===== src/rtl/ppu_pkg.sv =====
// Shared PPU VRAM types: VMAIN layout, prefetch FSM states, register offsets and address remap.
package ppu_pkg;

  localparam int VRAM_AW = 15;
  localparam int VRAM_DW = 16;

  localparam logic [7:0] REG_VMAIN   = 8'h15;
  localparam logic [7:0] REG_VMADDL  = 8'h16;
  localparam logic [7:0] REG_VMADDH  = 8'h17;
  localparam logic [7:0] REG_VMDATAL = 8'h18;
  localparam logic [7:0] REG_VMDATAH = 8'h19;
  localparam logic [7:0] REG_RDVRAML = 8'h39;
  localparam logic [7:0] REG_RDVRAMH = 8'h3A;

  typedef struct packed {
    logic       inc_on_hi;
    logic [2:0] rsvd;
    logic [1:0] remap;
    logic [1:0] step;
  } vmain_type;

  typedef enum logic [1:0] {IDLE, PF_ISSUE, PF_CAPTURE} vram_fsm_type;

  // Rotates the low 8/9/10 address bits so 2/4/8bpp tiles can be written linearly.
  function automatic logic [VRAM_AW-1:0] vram_remap(input logic [VRAM_AW-1:0] a,
                                                    input logic [1:0] remap);
    case (remap)
      2'b01:   return {a[14:8],  a[4:0], a[7:5]};
      2'b10:   return {a[14:9],  a[5:0], a[8:6]};
      2'b11:   return {a[14:10], a[6:0], a[9:7]};
      default: return a;
    endcase
  endfunction

endpackage


===== src/rtl/vram_addr_step.sv =====
// VRAM word-address increment by 1/32/128, wrapping at the address width.
module vram_addr_step
  import ppu_pkg::*;
#(
  parameter int ADDR_W = VRAM_AW
) (
  input  logic [ADDR_W-1:0] addr,
  input  logic [1:0]        step,
  output logic [ADDR_W-1:0] addr_next
);

  logic [ADDR_W-1:0] inc;

  always_comb begin
    case (step)
      2'b00:   inc = ADDR_W'(1);
      2'b01:   inc = ADDR_W'(32);
      default: inc = ADDR_W'(128);
    endcase
    addr_next = addr + inc;
  end

endmodule


===== src/rtl/ppu_vram_port.sv =====
// PPU VRAM responder: render fetch path plus CPU VMAIN/VMADD/VMDATA/RDVRAM access.
// PPU_VRAM_ACCESS_GUARD_EN drops CPU writes outside blanking.
module ppu_vram_port
  import ppu_pkg::*;
#(
  parameter int ADDR_W = VRAM_AW,
  parameter int DATA_W = VRAM_DW
) (
  input  logic              clk,
  input  logic              reset,
  input  logic              blank,
  input  logic [ADDR_W-1:0] fetch_addr,
  output logic [DATA_W-1:0] fetch_rdata,
  input  logic              reg_wr,
  input  logic              reg_rd,
  input  logic [7:0]        reg_addr,
  input  logic [7:0]        reg_wdata,
  output logic [7:0]        reg_rdata,
  output logic [ADDR_W-1:0] mem_addr,
  output logic [1:0]        mem_we,
  output logic [DATA_W-1:0] mem_wdata,
  input  logic [DATA_W-1:0] mem_rdata
);

`ifdef PPU_VRAM_ACCESS_GUARD_EN
  localparam bit GUARD = 1'b1;
`else
  localparam bit GUARD = 1'b0;
`endif

  vmain_type         vmain;
  vram_fsm_type      state, state_n;
  logic [ADDR_W-1:0] vmadd, vmadd_inc, vmadd_set, pf_addr, phys_vm;
  logic [DATA_W-1:0] rdbuf;

  // One-deep slot for a write that collides with PF_ISSUE
  logic              pw_vld;
  logic [ADDR_W-1:0] pw_addr;
  logic [1:0]        pw_we;
  logic [DATA_W-1:0] pw_data;

  logic wr_lo, wr_hi, wr_any, rd_lo, rd_hi, set_l, set_h, set_any;
  logic wr_inc, rd_inc, pf_start, wr_allow, drain, defer, direct;
  logic [1:0]        wr_we;
  logic [DATA_W-1:0] wr_data;

  vram_addr_step #(.ADDR_W(ADDR_W)) u_step (
    .addr      (vmadd),
    .step      (vmain.step),
    .addr_next (vmadd_inc)
  );

  always_comb begin
    wr_lo    = reg_wr && (reg_addr == REG_VMDATAL);
    wr_hi    = reg_wr && (reg_addr == REG_VMDATAH);
    wr_any   = wr_lo || wr_hi;
    rd_lo    = reg_rd && (reg_addr == REG_RDVRAML);
    rd_hi    = reg_rd && (reg_addr == REG_RDVRAMH);
    set_l    = reg_wr && (reg_addr == REG_VMADDL);
    set_h    = reg_wr && (reg_addr == REG_VMADDH);
    set_any  = set_l || set_h;
    wr_inc   = vmain.inc_on_hi ? wr_hi : wr_lo;
    rd_inc   = vmain.inc_on_hi ? rd_hi : rd_lo;
    pf_start = set_any || rd_inc;
    vmadd_set = set_l ? {vmadd[14:8], reg_wdata} : {reg_wdata[6:0], vmadd[7:0]};
    wr_allow = blank || !GUARD;
    phys_vm  = vram_remap(vmadd, vmain.remap);
    drain    = pw_vld && (state == IDLE);
    defer    = wr_any && ((state == PF_ISSUE) || drain);
    direct   = wr_any && !defer && wr_allow;
    wr_we    = {wr_hi, wr_lo};
    wr_data  = wr_hi ? {reg_wdata, 8'h00} : {8'h00, reg_wdata};
  end

  always_comb begin
    state_n = state;
    case (state)
      PF_ISSUE:   state_n = PF_CAPTURE;
      PF_CAPTURE: state_n = IDLE;
      default:    state_n = state;
    endcase
    if (pf_start) state_n = PF_ISSUE;

    mem_addr  = blank ? phys_vm : fetch_addr;
    mem_we    = 2'b00;
    mem_wdata = '0;
    if (blank && state == PF_ISSUE) mem_addr = vram_remap(pf_addr, vmain.remap);
    if (drain && wr_allow) begin
      mem_addr  = pw_addr;
      mem_we    = pw_we;
      mem_wdata = pw_data;
    end else if (direct) begin
      mem_addr  = phys_vm;
      mem_we    = wr_we;
      mem_wdata = wr_data;
    end

    reg_rdata = rd_lo ? rdbuf[7:0] : rd_hi ? rdbuf[15:8] : 8'h00;
    // Reset must also suppress the same-cycle strobe paths
    if (reset) begin
      mem_we    = 2'b00;
      reg_rdata = 8'h00;
    end
  end

  assign fetch_rdata = mem_rdata;

  always_ff @(posedge clk or posedge reset) begin
    if (reset) begin
      state   <= IDLE;
      vmain   <= '0;
      vmadd   <= '0;
      pf_addr <= '0;
      rdbuf   <= '0;
      pw_vld  <= 1'b0;
      pw_addr <= '0;
      pw_we   <= 2'b00;
      pw_data <= '0;
    end else begin
      state <= state_n;
      if (reg_wr && reg_addr == REG_VMAIN) vmain <= vmain_type'(reg_wdata);
      if (set_any)               vmadd <= vmadd_set;
      else if (wr_inc || rd_inc) vmadd <= vmadd_inc;
      if (pf_start) pf_addr <= set_any ? vmadd_set : vmadd;
      if (state == PF_CAPTURE) rdbuf <= mem_rdata;
      if (defer && wr_allow) begin
        pw_vld  <= 1'b1;
        pw_addr <= phys_vm;
        pw_we   <= wr_we;
        pw_data <= wr_data;
      end else if (drain) begin
        pw_vld <= 1'b0;
      end
    end
  end

endmodule

===== config.mk =====
export PLATFORM = sky130hd
export DESIGN_NAME = ppu_vram_port
export DESIGN_NICKNAME = d
export VERILOG_FILES = /design/src/rtl/ppu_pkg.sv /design/src/rtl/vram_addr_step.sv /design/src/rtl/ppu_vram_port.sv
export SDC_FILE = /design/constraint.sdc
export NUM_CORES = 1
export LEC_CHECK = 0
export BUFFER_PORTS_ARGS = -buffer_cell sky130_fd_sc_hd__buf_2
export CAP_MARGIN = 40
export CORE_ASPECT_RATIO = 1.2
export CORE_MARGIN = 2
export CORE_UTILIZATION = 45
export CTS_BUF_LIST = sky130_fd_sc_hd__clkbuf_4 sky130_fd_sc_hd__clkbuf_8
export DETAILED_ROUTE_END_ITERATION = 8
export HOLD_SLACK_MARGIN = 0.02
export PLACE_DENSITY = 0.68
export SLEW_MARGIN = 20
export SYNTH_ARGS = -nofsm -noshare
export SYNTH_HDL_FRONTEND = slang
export SYNTH_SLANG_ARGS = --single-unit

===== constraint.sdc =====
create_clock -name clk -period 2.75 [get_ports clk]
set_input_delay 0.275 -clock clk [delete_from_list [all_inputs] [get_ports clk]]
set_output_delay 0.275 -clock clk [all_outputs]
set_load 0.02 [all_outputs]

# --- Word level (Yosys, flattened, before mapping) ---
# Index checks and enable logic that the tools add are counted.
# W data, S select, Z words.
word_totals:
  register_bits: 87
  output_inout_bits: 57
  word_cells: 73
classes:
  muxes: 26
  addsub: 1
  n_reduce_logical: 22
  n_eq_ne: 13
op_table:
  columns: ["op", "count"]
  rows:
  - ["$mux W15", 8]
  - ["$pmux W10 S3", 2]
  - ["$mux W16", 3]
  - ["$eq A8 B5 Y1 const B", 5]
  - ["$mux W8", 3]
  - ["$eq A8 B6 Y1 const B", 2]
  - ["$pmux W8 S2", 1]
  - ["$add A15 B8 Y15", 1]
  - ["$logic_and A1 B1 Y1", 11]
  - ["$mux W2", 4]
  - ["$eq A2 B1 Y1 const B", 3]
  - ["$eq A2 B2 Y1 const B", 3]
  - ["$logic_or A1 B1 Y1", 5]
  - ["$logic_not A2 Y1", 2]
  - ["$mux W1", 4]
  - ["$pmux W2 S2", 1]
  - ["$reduce_bool A2 Y1", 2]
  - ["$reduce_bool A3 Y1", 1]
  - ["$logic_not A1 Y1", 1]

# --- Depth between registers and ports, before layout ---
# Gate-level depths: netlist of the first run.
depth:
  ltp_word: 9
  depth_mapped: 8
  mapped_depth_nobuf: 8

# --- Cells and area by module ---
# From an unflattened synthesis of the first run, not the netlist that was laid out.
hier_totals:
  cells_unflattened: 669
  area_unflattened_um2: 6017.0
by_module_without_submodules:
  columns: ["mod", "area_per_inst_um2", "cells_each", "instances"]
  rows:
  - ["ppu_vram_port", 5575.3, 606, 1]
  - ["vram_addr_step", 441.7, 63, 1]

# --- Least setup slack after synthesis of the first run ---
# Ideal clock, no wire load.
synth_timing:
  path_type: "input port to output port"
  from: "input port reset"
  to: "output port mem_we[0]"
  t_required_ns: 2.475
  cell_stages: 3
  n_path_buf: 1
  slack_ns: -0.213
  arrival_time_ns: 2.688
  path_cell_list: "clkbuf_1 > inv_1 > o21a_1"
synth_via:
  elab_chain_cells: 1
synth_lines:
  columns: ["item", "line", "source"]
  rows:
  - ["start, declared", "ppu_vram_port.sv:10", "input logic reset,"]
  - ["$mux W2", "ppu_vram_port.sv:100", "if (reset) begin"]
  - ["end, declared", "ppu_vram_port.sv:20", "output logic [1:0] mem_we,"]
# Every way passes these cells.

# --- Worst setup path in the final report of the first run ---
layout_timing:
  from: "register vmain[2] (netlist bit)"
  to: "output port mem_addr[4]"
layout_via:
  elab_chain_cells: 6
  word_cells_on_any_way: 9
  cone_classes: "eq/ne (3); mux (6)"
layout_lines:
  columns: ["item", "line", "source"]
  rows:
  - ["start, declared", "ppu_vram_port.sv:31", "vmain_type vmain;"]
  - ["start signal, assigned", "ppu_vram_port.sv:121", "if (reg_wr && reg_addr == REG_VMAIN) vmain <= vmain_type'(reg_wdata);"]
  - ["$eq A2 B2 Y1 or $eq A2 B1 Y1 (tied branches)", "ppu_pkg.sv:27", "case (remap)"]
  - ["$pmux W10 S3", "ppu_pkg.sv:27", null]
  - ["$mux W15", "ppu_vram_port.sv:84", "mem_addr = blank ? phys_vm : fetch_addr;"]
  - ["$mux W15", "ppu_vram_port.sv:87", "if (blank && state == PF_ISSUE) mem_addr = vram_remap(pf_addr, vmain.remap);"]
  - ["$mux W15 (*)", "ppu_vram_port.sv:92", "end else if (direct) begin"]
  - ["$mux W15 (*)", "ppu_vram_port.sv:88", "if (drain && wr_allow) begin"]
  - ["end, declared", "ppu_vram_port.sv:19", "output logic [ADDR_W-1:0] mem_addr,"]
# Every way passes the cells marked *; elsewhere a longest branch is shown, timed or not.

==> results.cfg, run 1 <==
[setup_path]
crit_path_cell_trace = nor2_4 -> mux2_2 -> a221oi_2 -> nor2_1 -> buf_2
start_kind = register
crit_required_ns = 2.48
end_kind = primary output
cp_max_fo = 10
reg2reg_to = vmadd[13]$_DFFE_PP0P_
worstReg2RegStart = vmain[0]$_DFFE_PP0P_
r2r_cells = 7
cp_slowest_stage_delay_ns = 0.56
crit_type = register to primary output
arrival_ns = 2.20
crit_path_top_delay_cell = dfrtp_1
regToRegSetupSlack_ns = 0.56

[routing]
drc_errors = 0
drt-total-wl_um = 15000
wl_per_cell_um = 18.3
firstDrtPassIters = 5
antenna_left = 0
vias = 4657
met1_length_um = 6440
drtIter0Drc = 307
route.met3.wl_um = 875
topRoutingLayerUsed = met4
met2_length_um = 7200
viasPerCell = 5.69

[finish]
final-seq-area_sq_mm = 0.00218
final_core_util = 0.531
nets = 714
antenna_cells = 0
multiInputGateArea_sq_mm = 0.00283
mostFrequentLayoutCell = buf_2
final_cells = 819
syn2layout_area_growth_pct = 14.3
num-fill-cells = 1131
layout_common_cells = 108 x buf_2, 90 x nand2_1, 87 x dfrtp_1, 59 x nor2_1, 24 x a22o_1
drive_gt1_frac = 0.287

[run_status]
outcome = completed

[timing]
min_period_ns = 2.48
timing.final.hold_violations = 0
holdWs_ns = 0.0559
slew_headroom = 0.524
max_freq_ghz = 0.404
finalSetupTns_ns = 0
period_share = 0.900
setup_viol = 0
rsz0062_at_grt = false
worst_slew_pin_slew_ns = 0.713
skew_ns = 0.00977
drv_slew = 0

[clock_tree]
root_buffer = clkbuf_8
worstSkewPairLatency_ns = 0.36
cts_made_buffers = 9
cts_tree = yes
cts_hold_buf = 0
cts_max_level = 3
cts.path.max_buffers = 2
clk_pin_slew_ns = 0.08
cts.sinks = 87

[pwr]
ir_worst_vdd_v = 0.000236
p_seq_frac = 0.510
power_leakage_nw = 3.07
pwr-share-clk = 0.297
p_per_area_mw_per_mm2 = 482
p_sw_frac = 0.301
p_sw_mw = 0.896
comb_power_share = 0.193
cell_internal_pwr_mw = 2.08

[synthesis]
synth-seq-cells = 87
synth_area_per_cell_sq_um = 9.31
synth_edf_count = 0
netlist_area_sq_mm = 0.00540
yosys_warnings = 0
synthCells = 580
synth_cell_type_count = 65
synth_flop_cell = dfrtp_1
synthArstFlopShare = 1.00
synth-seq-area-share = 0.403
syn_nets = 636

[global_routing]
grt_pass1_wl_um = 24000
grt_max_degree = 66
grt_overflow = 0
grt_pass1_vias = 4547
grt_usage = 0.237
antenna_found_initial = 0

[die]
row_count = 43
die_h_um = 124
pin_count = 109
core_area_sq_mm = 0.0116
fp.dieW_um = 104
die-area_sq_mm = 0.0129
initial_core_util = 0.465

[place]
dp_hpwl_um = 10700
portBuffers = 108
placedCellCount = 804
globalplace.congestion = 0.877

[job]
maxCapViolations = 0

[hold_path]
hp-class = primary input to asynchronous set/reset pin
==> metrics by stage <==
| stage | instance area (sq um) | worst slack [ns] | power (mW) |
|---|---|---|---|
| floorplan | 5410 | 0.109 | 1.92 |
| global placement | 5980 | 0.448 | 2.10 |
| detailed placement | 5980 | 0.363 | 2.12 |
| CTS | 6170 | 0.101 | 3.01 |
| global route | 6170 | 0.104 | 3.14 |
| finish | 6170 | 0.275 | 2.98 |
==> layout make-up <==
type,count,share of cell area
multi-input combinational,412,0.459
sequential,87,0.353
timing repair buffer,125,0.112
tap,157,0.0318
clock buffer,11,0.0225
inverter,23,0.0146
clock inverter,4,0.00770
==> routing by layer <==
metal / track usage / up-vias
met3: 0.0518 / 29
met5: 0 / -
li1: - / 2218
met2: 0.391 / 162
met1: 0.302 / 2248
met4: 0.103 / 0
==> state kept, by name, summed over array words and instances, names as in the netlist, 2 cells and up <==
signal   flops
pf_addr     15
pw_addr     15
pw_data     16
pw_we        2
rdbuf       16
state        2
vmadd       15
vmain        5
==> how the worst max path moves through the flow <==
stage | cells after the start | from | endpoint
after global placement | 8 | reg_addr[5] | mem_addr[13]
after global routing | 7 | state[0]$_DFFE_PP0P_ | mem_addr[11]
after floorplan | 3 | reset | mem_we[0]
after CTS | 5 | vmain[2]$_DFFE_PP0P_ | mem_addr[4]
after detailed placement | 8 | reg_addr[5] | mem_addr[12]
final | 5 | vmain[2]$_DFFE_PP0P_ | mem_addr[4]
==> power groups by stage <==
stage	Combinational [mW]	Sequential, mW	Clock (mW)
2_1_floorplan	0.436	1.49	0
4_1_cts	0.577	1.52	0.912
3_5_place_dp	0.573	1.54	0
3_3_place_gp	0.563	1.53	0
5_1_grt	0.641	1.54	0.962
6_report	0.575	1.52	0.884
==> cells in the mapped netlist, types with 5 or more instances <==
library cell / count / share of area
o22ai_1: 18 / 0.021
a221oi_1: 5 / 0.0081
nor2_1: 59 / 0.041
dfrtp_1: 87 / 0.40
inv_1: 23 / 0.016
mux4_2: 6 / 0.025
mux2i_1: 21 / 0.039
a221oi_2: 10 / 0.028
o21ai_0: 20 / 0.019
a22oi_1: 10 / 0.014
mux2_4: 13 / 0.036
a21o_1: 5 / 0.0070
nand3_1: 9 / 0.0083
buf_2: 9 / 0.0083
clkbuf_1: 29 / 0.020
a22o_1: 24 / 0.039
o311ai_0: 6 / 0.0097
mux2_2: 11 / 0.023
a21oi_1: 22 / 0.020
nand2b_1: 9 / 0.010
nor2b_1: 6 / 0.0070
mux2_1: 5 / 0.010
buf_4: 16 / 0.022
nand2_1: 90 / 0.063
==> critical path, delay by kind of cell (launching register included) <==
family	cells	cell delay, ns
AOI/OAI and AO/OA	1	0.29
buffers and inverters	1	0.16
DFF	1	0.56
muxes	1	0.41
and+or+nand+nor	2	0.42
==> repair_timing <==
action	CTS	global route
setup endpoints to repair	0	4
buffers inserted	0	0
resized for setup	0	1
==> cell families (layout without fill, tap and decap cells) <==
family / count (synthesis) / count (layout) / share of synthesized area
buffers and inverters: 81 / 163 / 0.0737
multiplexers: 56 / 56 / 0.133
XOR/XNOR: 3 / 3 / 0.00487
adder cells (fa/ha/maj): 4 / 4 / 0.00927
AND/OR/NAND/NOR: 203 / 203 / 0.172
flip-flops: 87 / 87 / 0.403
AO/OA/AOI/OAI: 146 / 146 / 0.204
(Power assumes the default switching activity.)
==> inputs of run 2 (changes only) <==
--- a/config.mk
+++ b/config.mk
@@ -13,7 +13,9 @@
 export CTS_BUF_LIST = sky130_fd_sc_hd__clkbuf_4 sky130_fd_sc_hd__clkbuf_8
 export DETAILED_ROUTE_END_ITERATION = 8
 export HOLD_SLACK_MARGIN = 0.02
+export MAX_ROUTING_LAYER = met4
 export PLACE_DENSITY = 0.68
+export REMOVE_ABC_BUFFERS = 1
 export SLEW_MARGIN = 20
 export SYNTH_ARGS = -nofsm -noshare
 export SYNTH_HDL_FRONTEND = slang
==> results.cfg, run 2 (synthesis results as in run 1) <==
[setup_path]
regToRegSetupSlack_ns = 0.53
start_kind = register
cp_max_fo = 15
reg2reg_to = vmadd[13]$_DFFE_PP0P_
crit_type = register to primary output
r2r_cells = 7
end_kind = primary output
worstReg2RegStart = vmain[0]$_DFFE_PP0P_
crit_required_ns = 2.48
arrival_ns = 2.22

[timing]
skew_ns = 0.0104
rsz0062_at_grt = false
slew_headroom = 0.557
worst_slack_ns = 0.257
holdWs_ns = 0.113
period_share = 0.907
min_period_ns = 2.49
setup_viol = 0
max_freq_ghz = 0.401
worst_slew_pin_slew_ns = 0.660
drv_slew = 0
timing.final.hold_violations = 0

[place]
globalplace.congestion = 0.883
place_ws_ns = 0.311
dpl_cell_area_sq_mm = 0.00596
portBuffers = 108
dp_hpwl_um = 9990

[hold_path]
hold_start = mem_rdata[11]
whs_path_depth = 3
hold_end = rdbuf[11]$_DFFE_PP0N_
hp-class = primary input to register

[die]
initial_core_util = 0.465
core_area_sq_mm = 0.0116
pin_count = 109
row_count = 43
die-area_sq_mm = 0.0129
die_h_um = 124
fp.dieW_um = 104

[run_status]
outcome = completed

[global_routing]
antenna_found_initial = 0
grt_pass1_vias = 4462
grt_usage = 0.232
grt_pass1_wl_um = 23100
grt_max_degree = 69
grt_overflow = 0

[finish]
antenna_cells = 0
nets = 714
multiInputGateArea_sq_mm = 0.00283
mostFrequentLayoutCell = buf_2
drive_gt1_frac = 0.283
top_regs = pw_data x16, rdbuf x16
design_area_sq_mm = 0.00615
syn2layout_area_growth_pct = 13.9
layout_common_cells = 108 x buf_2, 90 x nand2_1, 87 x dfrtp_1, 59 x nor2_1, 24 x a22o_1
num-fill-cells = 1118
final-seq-area_sq_mm = 0.00218

[pwr]
p_seq_frac = 0.514
comb_power_share = 0.192
power_leakage_nw = 3.06
p_sw_frac = 0.296
pwr-share-clk = 0.294
p_per_area_mw_per_mm2 = 479
p_sw_mw = 0.872
cell_internal_pwr_mw = 2.07
ir_worst_vdd_v = 0.000257

[clock_tree]
cts.sinks = 87
cts.path.max_buffers = 2
cts_max_level = 3
cts_made_buffers = 9
clk_pin_slew_ns = 0.08
worstSkewPairLatency_ns = 0.36
root_buffer = clkbuf_8
cts_tree = yes

[routing]
viasPerCell = 5.65
firstDrtPassIters = 5
wl_per_cell_um = 17.4
drtIter0Drc = 337
drc_errors = 0
vias = 4612
antenna_left = 0
drt-total-wl_um = 14300

[job]
maxCapViolations = 0
[run 2: cell types whose count changed in the layout (fill, tap and decap cells not counted), sizes merged]
cell	change
buf	-1
clkinvlp	-2
dlygate4sd3	+1
[run 2: worst max-delay path, cell delays in order (launching register included)]
cell,delay [ns]
dfrtp_1,0.44
nor2_1,0.15
nor2_1,0.10
or3_1,0.36
buf_4,0.24
a221oi_1,0.30
a21o_1,0.12
buf_2,0.15
[run 2: what timing repair did]
action                                  4_1_cts  5_1_grt
endpoints found under the hold margin        19        0
buffers inserted                              0        0
resized for setup                             0        1
hold buffers                                  1        0
endpoints found under the setup margin        0        5
[run 2: routing by layer]
metal / track usage / share of wire / vias up
met2: 0.379 / 0.48 / 146
met3: 0.0351 / 0.054 / 16
met5: - / 0 / -
li1: - / - / 2205
met4: 0.0811 / 0.016 / 0
met1: 0.299 / 0.45 / 2245
[run 2: metrics by stage]
stage | TNS, ns | power, mW | utilization | cells
after global routing | 0 | 3.09 | 0.529 | 817
after floorplan | -0.00439 | 1.87 | - | 522
after detailed placement | 0 | 2.10 | 0.513 | 803
after CTS | 0 | 2.96 | 0.529 | 817
final | 0 | 2.95 | 0.529 | 817
after global placement | 0 | 2.08 | 0.513 | 803
[run 2: layout make-up]
type,count,share of cell area
tap,157,0.0319
sequential,87,0.354
multi-input combinational,412,0.460
inverter,23,0.0142
clock inverter,2,0.00570
clock buffer,11,0.0226
timing repair buffer,125,0.111
[run 2: worst max path at each step]
stage                         to  slack, ns                  from
finish              mem_addr[13]       0.26  state[0]$_DFFE_PP0P_
floorplan              mem_we[0]     -0.004                 reset
global placement    mem_addr[12]       0.39           reg_addr[5]
detailed placement  mem_addr[11]       0.31           reg_addr[5]
global route        mem_addr[13]       0.07  state[0]$_DFFE_PP0P_
CTS                  mem_addr[6]       0.09  vmain[2]$_DFFE_PP0P_
[run 2: power by group through the flow]
stage	registers [mW]	logic, mW	clock network [mW]
after CTS	1.51	0.569	0.883
after floorplan	1.49	0.373	0
final	1.51	0.566	0.867
after global routing	1.53	0.636	0.930
after global placement	1.53	0.551	0
after detailed placement	1.53	0.565	0
